[src/rtl/booth_r16_digit_seq.sv]
// Sequential radix-16 Booth recoder: accepts one multiplier operand and
// streams its signed digits (magnitude select + negate), LSD first.
package mul_pkg;
  typedef enum logic [3:0] {
    PP_0  = 4'd0,
    PP_A  = 4'd1,
    PP_2A = 4'd2,
    PP_3A = 4'd3,
    PP_4A = 4'd4,
    PP_5A = 4'd5,
    PP_6A = 4'd6,
    PP_7A = 4'd7,
    PP_8A = 4'd8
  } booth_sel_t;
endpackage

module booth_r16_digit_seq #(
  parameter int WIDTH     = 52,
  parameter bit SIGNED_OP = 1'b0,
  localparam int NDIG     = SIGNED_OP ? (WIDTH + 3) / 4 : WIDTH / 4 + 1,
  localparam int IW       = (NDIG > 1) ? $clog2(NDIG) : 1
) (
  input  logic                clk_i,
  input  logic                rst_i,
  input  logic                in_valid_i,
  output logic                in_ready_o,
  input  logic [WIDTH-1:0]    in_b_i,
  output logic                out_valid_o,
  input  logic                out_ready_i,
  output mul_pkg::booth_sel_t out_sel_o,
  output logic                out_neg_o,
  output logic [IW-1:0]       out_idx_o,
  output logic                out_last_o
);
  localparam int EW  = NDIG * 4;
  localparam int SRW = EW + 1;

  typedef enum logic {IDLE, SCAN} state_t;

  state_t          state, state_next;
  logic [SRW-1:0]  sr, sr_next;
  logic [IW-1:0]   idx, idx_next;
  logic [EW-1:0]   ext_b;
  logic [3:0]      fill;
  logic [3:0]      pos_sum;
  logic [3:0]      mag;
  logic            neg;
  logic            is_last;
  logic            accept;
  logic            digit_hs;

  if (SIGNED_OP) begin : g_sext
    assign ext_b = EW'($signed(in_b_i));
    assign fill  = {4{sr[SRW-1]}};
  end else begin : g_zext
    assign ext_b = EW'(in_b_i);
    assign fill  = 4'b0000;
  end

  // Non-negative part 4*b2 + 2*b1 + b0 + b-1 (0..8); b3 contributes -8.
  assign pos_sum = {1'b0, sr[3:1]} + {3'b000, sr[0]};

  always_comb begin
    mag = pos_sum;
    neg = 1'b0;
    if (sr[4]) begin
      mag = 4'd8 - pos_sum;
      neg = (pos_sum != 4'd8);
    end
  end

  assign is_last  = (idx == IW'(NDIG - 1));
  assign accept   = in_valid_i && in_ready_o;
  assign digit_hs = out_valid_o && out_ready_i;

  always_comb begin
    out_valid_o = 1'b0;
    out_sel_o   = mul_pkg::PP_0;
    out_neg_o   = 1'b0;
    out_idx_o   = '0;
    out_last_o  = 1'b0;
    if (state == SCAN) begin
      out_valid_o = 1'b1;
      out_sel_o   = mul_pkg::booth_sel_t'(mag);
      out_neg_o   = neg;
      out_idx_o   = idx;
      out_last_o  = is_last;
    end
  end

  assign in_ready_o = (state == IDLE) || (out_valid_o && out_ready_i && out_last_o);

  always_comb begin
    state_next = state;
    sr_next    = sr;
    idx_next   = idx;
    case (state)
      IDLE: begin
        if (accept) begin
          sr_next    = {ext_b, 1'b0};
          idx_next   = '0;
          state_next = SCAN;
        end
      end
      SCAN: begin
        if (digit_hs) begin
          if (!is_last) begin
            sr_next  = {fill, sr[SRW-1:4]};
            idx_next = idx + IW'(1);
          end else if (accept) begin
            // Next operand loads on the last-digit edge so there is no bubble.
            sr_next  = {ext_b, 1'b0};
            idx_next = '0;
          end else begin
            idx_next   = '0;
            state_next = IDLE;
          end
        end
      end
      default: state_next = IDLE;
    endcase
  end

  always_ff @(posedge clk_i or posedge rst_i) begin
    if (rst_i) begin
      state <= IDLE;
      sr    <= '0;
      idx   <= '0;
    end else begin
      state <= state_next;
      sr    <= sr_next;
      idx   <= idx_next;
    end
  end
endmodule

[config.mk]
export PLATFORM = sky130hd
export DESIGN_NAME = booth_r16_digit_seq
export DESIGN_NICKNAME = d
export VERILOG_FILES = /design/src/rtl/booth_r16_digit_seq.sv
export SDC_FILE = /design/constraint.sdc
export NUM_CORES = 1
export LEC_CHECK = 0
export ABC_CLOCK_PERIOD_IN_PS = 3600
export CORE_MARGIN = 1
export CORE_UTILIZATION = 46
export CTS_CLUSTER_DIAMETER = 50
export DETAILED_ROUTE_END_ITERATION = 8
export GPL_ROUTABILITY_DRIVEN = 0
export PLACE_DENSITY = 0.74
export SETUP_SLACK_MARGIN = 0.1
export SLEW_MARGIN = 20
export SYNTH_ARGS = -nofsm -noshare
export SYNTH_HDL_FRONTEND = slang
export SYNTH_SLANG_ARGS = --single-unit
[constraint.sdc]
create_clock -name clk_i -period 3.6 [get_ports clk_i]
set_input_delay 0.36 -clock clk_i [delete_from_list [all_inputs] [get_ports clk_i]]
set_output_delay 0.36 -clock clk_i [all_outputs]
set_load 0.02 [all_outputs]
==> results of run 1 <==
## cells in the mapped netlist, drive strengths merged (2+ instances only)
cell	n	area, um^2
mux2i	11	110.1
nand4	3	18.77
a22oi	9	67.56
nand2	7	26.28
clkbuf	17	63.81
and2	11	68.82
and4	2	17.52
o22ai	9	56.30
a21oi	3	15.01
xnor2	2	17.52
nand3	4	20.02
and3	3	18.77
o21ai	3	15.01
nor3b	41	307.8
inv	5	18.77
dfrtp	62	1551
buf	10	72.57
nand2b	11	68.82
ha	5	62.56
a221o	43	430.4
nor2	2	7.510
nor2b	2	12.51
## worst paths after layout
path | start | endpoint | slack (ns) | depth (start not counted)
max | sr[1] | out_sel_o[2] | 0.77 | 8
min | sr[55] | sr[55] | 0.49 | 1
max reg2reg | idx[0] | sr[7] | 1.29 | 5
min reg2reg | sr[55] | sr[55] | 0.49 | 1
max in group asynchronous | rst_i | sr[0] | 2.38 | 3
min in group asynchronous | rst_i | sr[25] | 0.51 | 2
## power breakdown
group          leakage [uW]  total, uW  internal [uW]  switching [uW]
Combinational      0.000862        946            538             408
Clock             0.0000914        545            298             247
Sequential         0.000797       1140            946             195
## worst register-to-register path: stages, from the launching register on
cell     delay, ns
dfrtp_1       0.45
ha_1          0.25
and3_2        0.41
a21o_1        0.49
buf_4         0.43
a221o_1       0.23
## registers in the layout, indices dropped and copies added (netlist names)
name / cells
sr: 57
state: 1
idx: 4
## cells by family (layout without fill, tap and decap cells)
group	after synthesis	in the layout
buf+inv	32	95
simple gates	86	86
xor+xnor	2	2
fa+ha+maj	5	5
mux	11	11
flops	62	62
compound gates	75	75
## cell type report
class | count | area [um^2]
fill | 537 | 2461
sequential | 62 | 1551
multi-input combinational | 179 | 1419
timing repair buffer | 76 | 738.2
clock buffer | 13 | 168.9
tap | 77 | 96.34
inverter | 5 | 18.77
clock inverter | 1 | 5.005
## per-layer routing
metal	vias to the layer above	part of all wire (%)
li1	1170	-
met1	1235	48
met2	80	46
met3	6	5.1
met4	0	0.85
met5	-	0
## stage by stage
step / cells / setup WS (ns)
2_1_floorplan: 273 / 1.588
3_3_place_gp: 399 / 0.8779
3_5_place_dp: 399 / 0.8098
4_1_cts: 413 / 0.7451
5_1_grt: 413 / 0.6251
6_report: 413 / 0.7676
==> metrics.md, run 1 <==
| Metric | Value |
|---|---|
| Status | complete, but fails checks |
| Violated checks | design-rule violations |
| Largest net degree at the start of global routing | between 40 and 50 |
| Critical-path cell list | ha_1 -> ha_1 -> inv_1 -> ha_1 -> nor2b_1 -> xnor2_1 -> and2_1 -> clkdlybuf4s50_1 |
| Max IR drop VDD | 318.0 uV |
| Fmax | 353.1 MHz |
| Hold Vio Cnt, Final | 0 |
| Global Route met3 Usage | 5.015% |
| DRT Pass-1 Iters | 7 |
| Starting Density | between 40% and 50% |
| Met1 usage | 31.51% |
| Worst path slowest cell | clkdlybuf4s50_1 |
| DR DRC count | 12 |
| Width of the die | between 80 and 90 um |
| Worst path required time | between 3 and 4 ns |
| Register area share after synthesis | between 40% and 50% |
| Worst-Skew Late Latency | around 0.33 ns |
| Num CTS Buffers | 9 |
| Initial antenna violation count | 0 |
| Post-CTS Setup Inserts | 0 |
| Core ar. | ~6500 um^2 |
| H-Tree Depth | 3 |
| Commonest non-fill, non-tap cells in the layout | 67 x clkdlybuf4s50_1, 62 x dfrtp_1, 43 x a221o_1 |
| Critical path capture point type | output port |
| Sum of buffers and inverters on the critical path | 2 |
| Family with the most delay on the worst path | adder cells |
| Most common cell after layout, fill and taps aside | clkdlybuf4s50_1 |
| CTS clk-pin slew, worst paths | roughly 0.060 ns |
| Layout cell share with drive strength beyond 1 | 7.738% |
| Busiest grt layer | met2 |
| Pwr dens | 658.3 nW/um^2 |
| Multiplexer share of the synthesized area | about 3.5% |
| N_diodes | 0 |
| Post-synthesis xor/xnor area fraction | less than 1% |
| Cts hold-fix bufs | 0 |
| Residual overflow from global routing | 0 |
| CTS sink cnt | 62 |
| Asr flop ratio synth | 100.0% |
| Primary FF master, synth | dfrtp_1 |
| Max-cap violation count | 0 |
| Cell mode on critical path | ha_1 |
| Drt wl/cell | approximately 17 um |
| Mapped cell area | 3113 um^2 |
| Die Span Y | between 80 and 90 um |
| Maximum root-to-sink buffer count | 2 |
| Register bit total from synthesis | 62 |
| Tot Pwr | 2632 uW |
| Root buffer cell | clkbuf_8 |
| Synth warnings | 0 |
| Hold Path Class | flip-flop to flip-flop |
| Syn_nets | between 300 and 400 |
| Drt initial violations | between 150 and 200 |
| Smallest hold slack | ~0.49 ns |
| Critical Setup Path Class | flip-flop to output port |
| Final Max Tran Viols | 0 |
| M2 GR Usage | 31.89% |
| Site Rows | 29 |
| Period utilization | 78.68% |
| Adder-Cell Fraction of Synth Area | approximately 2.0% |
| Gate Count Post-Synth | around 270 |
| Final net count | ~390 |
| Post-cts gate resize count | 0 |
| Final core area utilization | just over 60% |
| Routed Antenna Nets | 0 |
| Gr usage total | between 20% and 30% |
| Compound-gate portion of the synthesized area | around a fifth |
| Post-DR vias/cell | 6.031 |
| Worst EP arrival | 2.47 ns |
| P_leak | between 0.0015 and 0.002 uW |
| Setup Skew | 0.006408 ns |
| Synthesized area per cell | 11.40 um^2 |
| Crit path largest cell delay | approximately 0.60 ns |
| CP max FO | 3 |
| Vias in the first global route | approximately 2400 |
| Finished Cell Area | 3998 um^2 |
| Synthesis-to-finish area growth | 28.42% |
| Crit path time final | 2.832 ns |
| Yosys cell types | 32 |
| RSZ-0062 raised after global routing | no |
| Die footprint | 7101 um^2 |
| Vias post-DR | 2491 |
| Least-Margin Pin Slew | 0.8621 ns |
| Relative slew slack | a little over two fifths |
| Setup TNS | 0 ns |
| Synth Area in Simple Gates | between 10% and 20% |
| Final setup vio count | 0 |
| Port bufs | 67 |
| CTS tree | yes |
| EDFF count, synth | 0 |
| Post-DP Area | roughly 3800 um^2 |
| First-pass GRT wire length | ~12000 um |
| CP startpoint kind | flip-flop |
| Routed wire length | just over 7000 um |
| # IOs | 68 |
| DP HPWL | slightly below 5000 um |
| Main combinational cell family by area after synthesis | compound AO/OA/AOI/OAI gates |
No activity file was read; power rests on OpenSTA's default activity.
==> inputs of run 2 (changes only) <==
--- a/config.mk
+++ b/config.mk
@@ -5,13 +5,13 @@
 export SDC_FILE = /design/constraint.sdc
 export NUM_CORES = 1
 export LEC_CHECK = 0
-export ABC_CLOCK_PERIOD_IN_PS = 3600
+export ABC_CLOCK_PERIOD_IN_PS = 2300
 export CORE_MARGIN = 1
 export CORE_UTILIZATION = 46
 export CTS_CLUSTER_DIAMETER = 50
 export DETAILED_ROUTE_END_ITERATION = 8
 export GPL_ROUTABILITY_DRIVEN = 0
-export PLACE_DENSITY = 0.74
+export PLACE_DENSITY = 0.77
 export SETUP_SLACK_MARGIN = 0.1
 export SLEW_MARGIN = 20
 export SYNTH_ARGS = -nofsm -noshare
==> constraint.sdc (replaced) <==
create_clock -name clk_i -period 2.3 [get_ports clk_i]
set_input_delay 0.23 -clock clk_i [delete_from_list [all_inputs] [get_ports clk_i]]
set_output_delay 0.23 -clock clk_i [all_outputs]
set_load 0.02 [all_outputs]
==> metrics.md, run 2 (synthesis results as in run 1) <==
| Metric | Value |
|---|---|
| Status | complete, but fails checks |
| Violated checks | design-rule violations |
| Most common cell after layout, fill and taps aside | dfrtp_1 |
| CP max FO | 2 (-1) |
| H-Tree Depth | 3 (unchanged) |
| Hold Path Class | primary input to async pin |
| CTS clk-pin slew, worst paths | 0.07 ns (about the same) |
| # IOs | 68 (unchanged) |
| First-pass GRT wire length | 12560 um (+4.4%) |
| Number of fill cells in the layout | 535 (-0.37%) |
| Worst R2R Setup Slack | 0.33 ns (-0.96 ns) |
| Gr usage total | 22.89% (+1.2 points) |
| Worst-Skew Late Latency | 0.34 ns (about the same) |
| Hold Vio Cnt, Final | 0 (unchanged) |
| Least-Margin Pin Slew | 0.5541 ns (-0.3080 ns) |
| Layout cell share with drive strength beyond 1 | 13.26% (+5.5 points) |
| Pwr dens | 1032 nW/um^2 (+57%) |
| Width of the die | 84.27 um (unchanged) |
| Worst EP arrival | 1.94 ns (-0.53 ns) |
| Reg2Reg Depth | 5 (unchanged) |
| Largest regs | sr x57, idx x4, state x1 |
| Critical path capture point type | output port |
| Vias in the first global route | 2519 (+5.4%) |
| Fmax | approximately 460 MHz |
| DP HPWL | 4990 um (+3.9%) |
| Final Max Tran Viols | 0 (unchanged) |
| Initial antenna violation count | 0 (unchanged) |
| Timing endpoint of the critical path | out_neg_o |
| Period utilization | a little over nine tenths |
| CTS tree | yes |
| Post-DR vias/cell | 6.045 (+0.22%) |
| N_diodes | 0 (unchanged) |
| Largest net degree at the start of global routing | 49 (+17%) |
| Maximum root-to-sink buffer count | 2 (unchanged) |
| Critical Setup Path Class | flip-flop to output port |
| Residual overflow from global routing | 0 (unchanged) |
| DR DRC count | 8 (-4) |
| Crit path largest cell delay | 0.38 ns (-0.22 ns) |
| Post-DP Area | 3909 um^2 (+2.2%) |
| Reg-to-Reg End | sr[40] |
| Critical-path cell list | ha_2 -> ha_4 -> inv_1 -> ha_2 -> nand2_1 -> o211a_1 -> clkdlybuf4s15_2 |
| Starting Density | 48.20% (unchanged) |
| Num CTS Buffers | 9 (unchanged) |
| P_leak | 0.001837 uW (+4.9%) |
| DRT Pass-1 Iters | 7 (unchanged) |
| Port bufs | 67 (unchanged) |
| Relative slew slack | 63.01% (+21 points) |
| CP startpoint kind | flip-flop |
| Routed Antenna Nets | 0 (unchanged) |
| Commonest non-fill, non-tap cells in the layout | 62 x dfrtp_1, 61 x clkdlybuf4s50_1, 43 x a221o_1 |
| CTS sink cnt | 62 (unchanged) |
| Die footprint | 7101 um^2 (unchanged) |
| RSZ-0062 raised after global routing | yes |
| Worst path slowest cell | dfrtp_1 |
| Cell mode on critical path | ha_2 |
| Largest register FFs | 57 (unchanged) |
| Reg-to-Reg Start | idx[0] |
| Largest Register | sr |
| Drt wl/cell | 18.05 um (+3.5%) |
| Sum of buffers and inverters on the critical path | 2 (unchanged) |
| Setup Skew | 0.007723 ns (+0.001316 ns) |
| Cts hold-fix bufs | 0 (unchanged) |
| CP Launch Point | sr[1] |
| Max IR drop VDD | 474.0 uV (+49%) |
| Die Span Y | 84.27 um (unchanged) |
| Synthesis-to-finish area growth | 32.52% |
| Worst path required time | 2.07 ns (-1.17 ns) |
| Finished Cell Area | 4125 um^2 (+3.2%) |
| Setup TNS | 0 ns (unchanged) |
| Site Rows | 29 (unchanged) |
| Root buffer cell | clkbuf_8 |
| Core ar. | 6459 um^2 (unchanged) |
| Family with the most delay on the worst path | adder cells |
| Max-cap violation count | 0 (unchanged) |
| Crit path time final | 2.166 ns |
| Vias post-DR | 2563 (+2.9%) |
| Final setup vio count | 0 (unchanged) |
| Drt initial violations | 141 (-7.2%) |
| Routed wire length | 7654 um (+6.3%) |
| Final net count | 405 (+2.8%) |
| CP Depth | 7 (-1) |
[run 2: changes by cell type in the layout (fill, tap and decap cells not counted), sizes merged]
| cell | before | now |
|---|---|---|
| dlymetal6s2s | 0 | 1 |
| clkdlybuf4s50 | 67 | 61 |
| buf | 9 | 23 |
| dlygate4sd2 | 0 | 1 |
| clkdlybuf4s15 | 0 | 1 |
[run 2: metal layers]
layer	track usage (%)	vias to the layer above	routed length, um	part of all wire, %
met2	33.98	78	3570	47
met4	9.875	0	139	1.8
met3	4.326	11	358	4.7
met1	32.82	1271	3585	47
met5	0	-	0	0
li1	-	1203	-	-
[run 2: final cells by class]
type / instances / area (um^2) / area share, %
clock buffers: 13 / 168.9 / 4.095
flip-flops and latches: 62 / 1551 / 37.61
repair buffers: 87 / 842.1 / 20.41
inverters: 5 / 18.77 / 0.4550
well taps: 77 / 96.34 / 2.335
clock inverters: 1 / 5.005 / 0.1213
multi-input cells: 179 / 1443 / 34.97
[run 2: power by group]
group / internal, uW / switching [uW] / total, uW
logic: 911 / 693 / 1600
registers: 1480 / 303 / 1780
clock network: 466 / 404 / 871
[run 2: per-stage QoR]
stage	setup WS (ns)	utilization (%)	hold slack, ns	cells	power, uW
floorplan	0.4176	-	0.3684	273	2748
global placement	-0.003882	60.52	0.4609	407	3282
detailed placement	-0.05268	60.52	0.4652	407	3337
CTS	0.07560	63.17	0.2663	422	4194
global route	0.02841	63.87	0.3246	424	4516
finish	0.1343	63.87	0.2549	424	4257
[run 2: worst min-delay path by stage]
stage | cells after the start | endpoint | from | slack (ns)
final | 2 | sr[34] | rst_i | 0.25
after global routing | 2 | sr[33] | rst_i | 0.32
after CTS | 2 | sr[34] | rst_i | 0.27
after detailed placement | 1 | sr[53] | sr[53] | 0.47
after global placement | 1 | sr[54] | sr[54] | 0.46
after floorplan | 2 | state | in_valid_i | 0.37
[run 2: what timing repair did]
item | CTS | global route
setup buffers | 1 | 2
setup endpoints to repair | 5 | 4
gates resized for setup | 20 | 7
pin swaps | 1 | 3
==> inputs of run 3 (changes only) <==
--- a/config.mk
+++ b/config.mk
@@ -5,13 +5,13 @@
 export SDC_FILE = /design/constraint.sdc
 export NUM_CORES = 1
 export LEC_CHECK = 0
-export ABC_CLOCK_PERIOD_IN_PS = 2300
+export ABC_CLOCK_PERIOD_IN_PS = 2600
 export CORE_MARGIN = 1
 export CORE_UTILIZATION = 46
 export CTS_CLUSTER_DIAMETER = 50
 export DETAILED_ROUTE_END_ITERATION = 8
 export GPL_ROUTABILITY_DRIVEN = 0
-export PLACE_DENSITY = 0.77
+export PLACE_DENSITY = 0.74
 export SETUP_SLACK_MARGIN = 0.1
 export SLEW_MARGIN = 20
 export SYNTH_ARGS = -nofsm -noshare
==> constraint.sdc (replaced) <==
create_clock -name clk_i -period 2.6 [get_ports clk_i]
set_input_delay 0.26 -clock clk_i [delete_from_list [all_inputs] [get_ports clk_i]]
set_output_delay 0.26 -clock clk_i [all_outputs]
set_load 0.02 [all_outputs]
==> metrics.md, run 3 (synthesis results as in run 1) <==
| Metric | Value |
|---|---|
| Port bufs | 67 (unchanged) |
| Starting Density | 48.20% (unchanged) |
| # IOs | 68 (unchanged) |
| Commonest non-fill, non-tap cells in the layout | 63 x clkdlybuf4s50_1, 62 x dfrtp_1, 43 x a221o_1 |
| Largest Register | sr |
| Setup TNS | 0 ns (unchanged) |
| Pwr dens | 914.4 nW/um^2 (-11%) |
| Final setup vio count | 0 (unchanged) |
| CP max FO | 15 (+13) |
| First-pass GRT wire length | 12390 um (-1.4%) |
| CTS sink cnt | 62 (unchanged) |
| Setup Skew | 0.009967 ns (+0.002244 ns) |
| Crit path time final | between 2 and 2.5 ns |
| Vias in the first global route | 2516 (-0.12%) |
| Num CTS Buffers | 9 (unchanged) |
| Final Max Tran Viols | 0 (unchanged) |
| Status | complete, but fails checks |
| Hold Path Class | primary input to async pin |
| Drt wl/cell | 17.99 um (-0.33%) |
| Die footprint | 7101 um^2 (unchanged) |
| Largest register FFs | 57 (unchanged) |
| Hold Vio Cnt, Final | 0 (unchanged) |
| Critical Setup Path Class | flip-flop to output port |
| Worst-Skew Late Latency | 0.34 ns (about the same) |
| Number of fill cells in the layout | 536 (+0.19%) |
| Routed Antenna Nets | 0 (unchanged) |
| Synthesis-to-finish area growth | 29.54% |
| Post-DR vias/cell | 6.055 (+0.17%) |
| Placed insts | 400 (-1.7%) |
| Largest regs | sr x57, idx x4, state x1 |
| Die Span Y | 84.27 um (unchanged) |
| Period utilization | 92.19% |
| H-Tree Depth | 3 (unchanged) |
| Cts hold-fix bufs | 0 (unchanged) |
| Critical path capture point type | output port |
| Least-Margin Pin Slew | 0.6830 ns (+0.1289 ns) |
| Max-cap violation count | 0 (unchanged) |
| Worst EP arrival | 2.14 ns (+0.20 ns) |
| Core ar. | 6459 um^2 (unchanged) |
| Vias post-DR | 2519 (-1.7%) |
| CP startpoint kind | flip-flop |
| N_diodes | 0 (unchanged) |
| Post-CTS Setup Inserts | 0 (-1) |
| Routed wire length | 7485 um (-2.2%) |
| Layout cell share with drive strength beyond 1 | 8.555% (-4.7 points) |
| Width of the die | 84.27 um (unchanged) |
| Largest net degree at the start of global routing | 49 (unchanged) |
| Maximum root-to-sink buffer count | 2 (unchanged) |
| Final net count | 395 (-2.5%) |
| Most common cell after layout, fill and taps aside | clkdlybuf4s50_1 |
| P_leak | 0.001778 uW (-3.2%) |
| Layout Cells excl Fill | 416 (-1.9%) |
| DR DRC count | 12 (+4) |
| Violated checks | design-rule violations |
| Worst path required time | 2.34 ns (+0.27 ns) |
| Site Rows | 29 (unchanged) |
| DRT Pass-1 Iters | 6 (-1) |
| DP HPWL | 4861 um (-2.6%) |
| Residual overflow from global routing | 0 (unchanged) |
| Relative slew slack | 54.47% (-8.5 points) |
| Initial antenna violation count | 0 (unchanged) |
| Root buffer cell | clkbuf_8 |
| Fmax | 417.2 MHz |
| CTS tree | yes |
| Drt initial violations | 219 (+55%) |
| CTS clk-pin slew, worst paths | 0.07 ns (about the same) |
| RSZ-0062 raised after global routing | no |
| Max IR drop VDD | 491.0 uV (+3.6%) |
| Gr usage total | 22.38% (-0.51 points) |
-- run 3: changes by cell type in the layout (fill, tap and decap cells not counted), sizes merged --
cell	previous run	this run
buf	23	10
bufinv	0	1
clkbuf	13	12
clkdlybuf4s15	1	0
clkdlybuf4s50	61	63
clkinv	1	4
dlygate4sd2	1	3
dlymetal6s2s	1	0
-- run 3: path summary, 6_finish.rpt --
check                        from    endpoint  slack (ns)  depth (start not counted)
setup / recovery           idx[1]  out_last_o        0.20                          5
max in group asynchronous   rst_i      sr[26]        1.66                          3
hold reg to reg            sr[53]      sr[53]        0.48                          1
setup reg to reg            state      sr[52]        0.56                          4
min in group clk_i         sr[53]      sr[53]        0.48                          1
hold / removal              rst_i      sr[24]        0.32                          2
-- run 3: power by group --
part	internal, uW	leakage, uW	switching, uW
registers	1310	0.000797	265
clock network	437	0.0000968	370
logic	726	0.000884	581
-- run 3: layout make-up --
type,count,area [um^2],share of cell area (%)
sequential,62,1551,38.47
multi-input combinational,179,1423,35.28
timing repair buffer,77,762.0,18.90
clock buffer,11,131.4,3.258
tap,77,96.34,2.389
clock inverter,5,50.05,1.241
inverter,5,18.77,0.4654
-- run 3: timing repair --
action,CTS,global route
pin swaps,0,0
gates resized for setup,5,2
setup endpoints to repair,5,1
cloned,0,0
-- run 3: metal layers --
metal | vias up | GRT usage (%) | wire [um]
li1 | 1181 | - | -
met1 | 1255 | 33.31 | 3608
met2 | 74 | 32.12 | 3327
met3 | 9 | 3.933 | 443
met4 | 0 | 9.718 | 106
met5 | - | 0 | 0
-- run 3: worst max-delay path: stages, from the launching register on --
cell and delay [ns]:
dfrtp_1 0.42, inv_1 0.08, ha_1 0.21, and3_4 0.34, and2_1 0.15, clkdlybuf4s50_1 0.60
-- run 3: through the flow --
stage / util, % / cell area, um^2 / power, uW / setup slack, ns / hold WS [ns]
global placement: 59.71 / 3856 / 2880 / 0.2486 / 0.4604
finish: 62.44 / 4033 / 3688 / 0.2031 / 0.3220
CTS: 62.50 / 4036 / 3704 / 0.09139 / 0.3364
global route: 62.44 / 4033 / 3911 / 0.1102 / 0.3714
detailed placement: 59.71 / 3856 / 2922 / 0.1849 / 0.4628
floorplan: - / 3113 / 2431 / 0.6876 / 0.3984
==> variant, RTL diff (config.mk and constraints of run 1) <==
Set the parameter `WIDTH` to 26 (it was 52).
--- a/src/rtl/booth_r16_digit_seq.sv
+++ b/src/rtl/booth_r16_digit_seq.sv
@@ -15,7 +15,7 @@
 endpackage
 
 module booth_r16_digit_seq #(
-  parameter int WIDTH     = 52,
+  parameter int WIDTH     = 26,
   parameter bit SIGNED_OP = 1'b0,
   localparam int NDIG     = SIGNED_OP ? (WIDTH + 3) / 4 : WIDTH / 4 + 1,
   localparam int IW       = (NDIG > 1) ? $clog2(NDIG) : 1
Ports: changed (resized in_b_i and out_idx_o); port bits go from 68 to 41. The function was not compared with the original's and may differ.
==> variant against run 1 <==
Total power is 46% lower. Worst setup slack better by 0.014 ns. Sequential cell count down 29. Clock power down 44%. Synthesized area down 45%. Design area is 45% lower. Wire length shrank 49%. Fmax grew 0.50%. Count of clock-buffer cells in the layout shrank 6. Sequential power shrank 49%. Critical endpoint unchanged. Largest cell class unchanged. Highest routed layer unchanged.
==> variant: results <==
export IMPL_leakage_nw=1.01
export IMPL_dr_pass1_iters=5
export IMPL_grt_max_degree=34
export IMPL_m1WireLength_um=1670
export IMPL_ys_seq_area_share_pct=48.5
export IMPL_routed_wl_met2_um=1800
export IMPL_wl_per_cell_um=14.5
export IMPL_nets=238
export IMPL_dp_final_hpwl_um=2450
export IMPL_portBuffers=40
export IMPL_met3_usage_pct=4.01
export IMPL_syn_nets=200
export IMPL_synth_xor_area_share_pct=1.54
export IMPL_status="finished, final reports clean"
export IMPL_cts_made_buffers=5
export IMPL_hold_class="primary input to asynchronous set/reset pin"
export IMPL_track_usage_pct=20.7
export IMPL_met3_length_um=164
export IMPL_muxShareOfSynthArea_pct=1.18
export IMPL_rrSetupSlack_ns=1.66
export IMPL_synthTopCellsByCount="dfrtp_1 (33), nand2_1 (28), o21ai_0 (24)"
export IMPL_drt_iter0_markers=78
export IMPL_insertion_delay_ns=0.28
export IMPL_r2r_cells=3
export IMPL_ys_types=33
export IMPL_wl_um=3660
export IMPL_grt_use_met2_pct=34.5
export IMPL_finClkSkew_ns=0.00509
export IMPL_synth_fa_ha_area_share_pct=2.20
export IMPL_layout_setup_ws_ns=0.782
export IMPL_postCtsSetupRepairBufs=0
export IMPL_cp_startpoint="sr[0]"
export IMPL_hold_slack_ns=0.476
export IMPL_place_area_mm2=0.00209
export IMPL_grt_pass1_vias=1416
export IMPL_reg2reg_from="state"
export IMPL_preCtsSetupSlack_ns=1.06
export IMPL_worst_pin_slew_ns=0.916
export IMPL_dp_cells=244
export IMPL_drive_above_1_share_pct=10.7
export IMPL_vdd_drop_max_v=0.000305
export IMPL_cp_max_fo=2
export IMPL_grt_use_met1_pct=26.6
export IMPL_routed_via_density=5.47
variant: report_power, final:
part / internal, mW / switching [mW]
clock network: 0.173 / 0.131
registers: 0.483 / 0.0977
logic: 0.270 / 0.279
total: 0.925 / 0.507
variant: worst max-delay path: stages (launching register included):
cell and delay (ns):
dfrtp_1 0.39, ha_1 0.21, ha_1 0.29, inv_1 0.06, ha_1 0.21, nor2b_1 0.15, xnor2_1 0.12, and2_1 0.13
clkdlybuf4s50_1 0.59
variant: logic make-up after synthesis:
group | count (synthesis)
buffers and inverters | 15
XOR/XNOR | 3
adder cells (fa/ha/maj) | 3
AND/OR/NAND/NOR | 51
multiplexers | 2
flip-flops | 33
AO/OA/AOI/OAI | 60
variant: final cells by class:
type / instances / area (um2) / area share, %
multi-input combinational: 119 / 778 / 35.5
timing repair buffer: 42 / 415 / 18.9
clock inverter: 1 / 5.00 / 0.228
clock buffer: 7 / 96.3 / 4.39
tap: 46 / 57.6 / 2.62
sequential: 33 / 826 / 37.6
inverter: 4 / 15.0 / 0.685
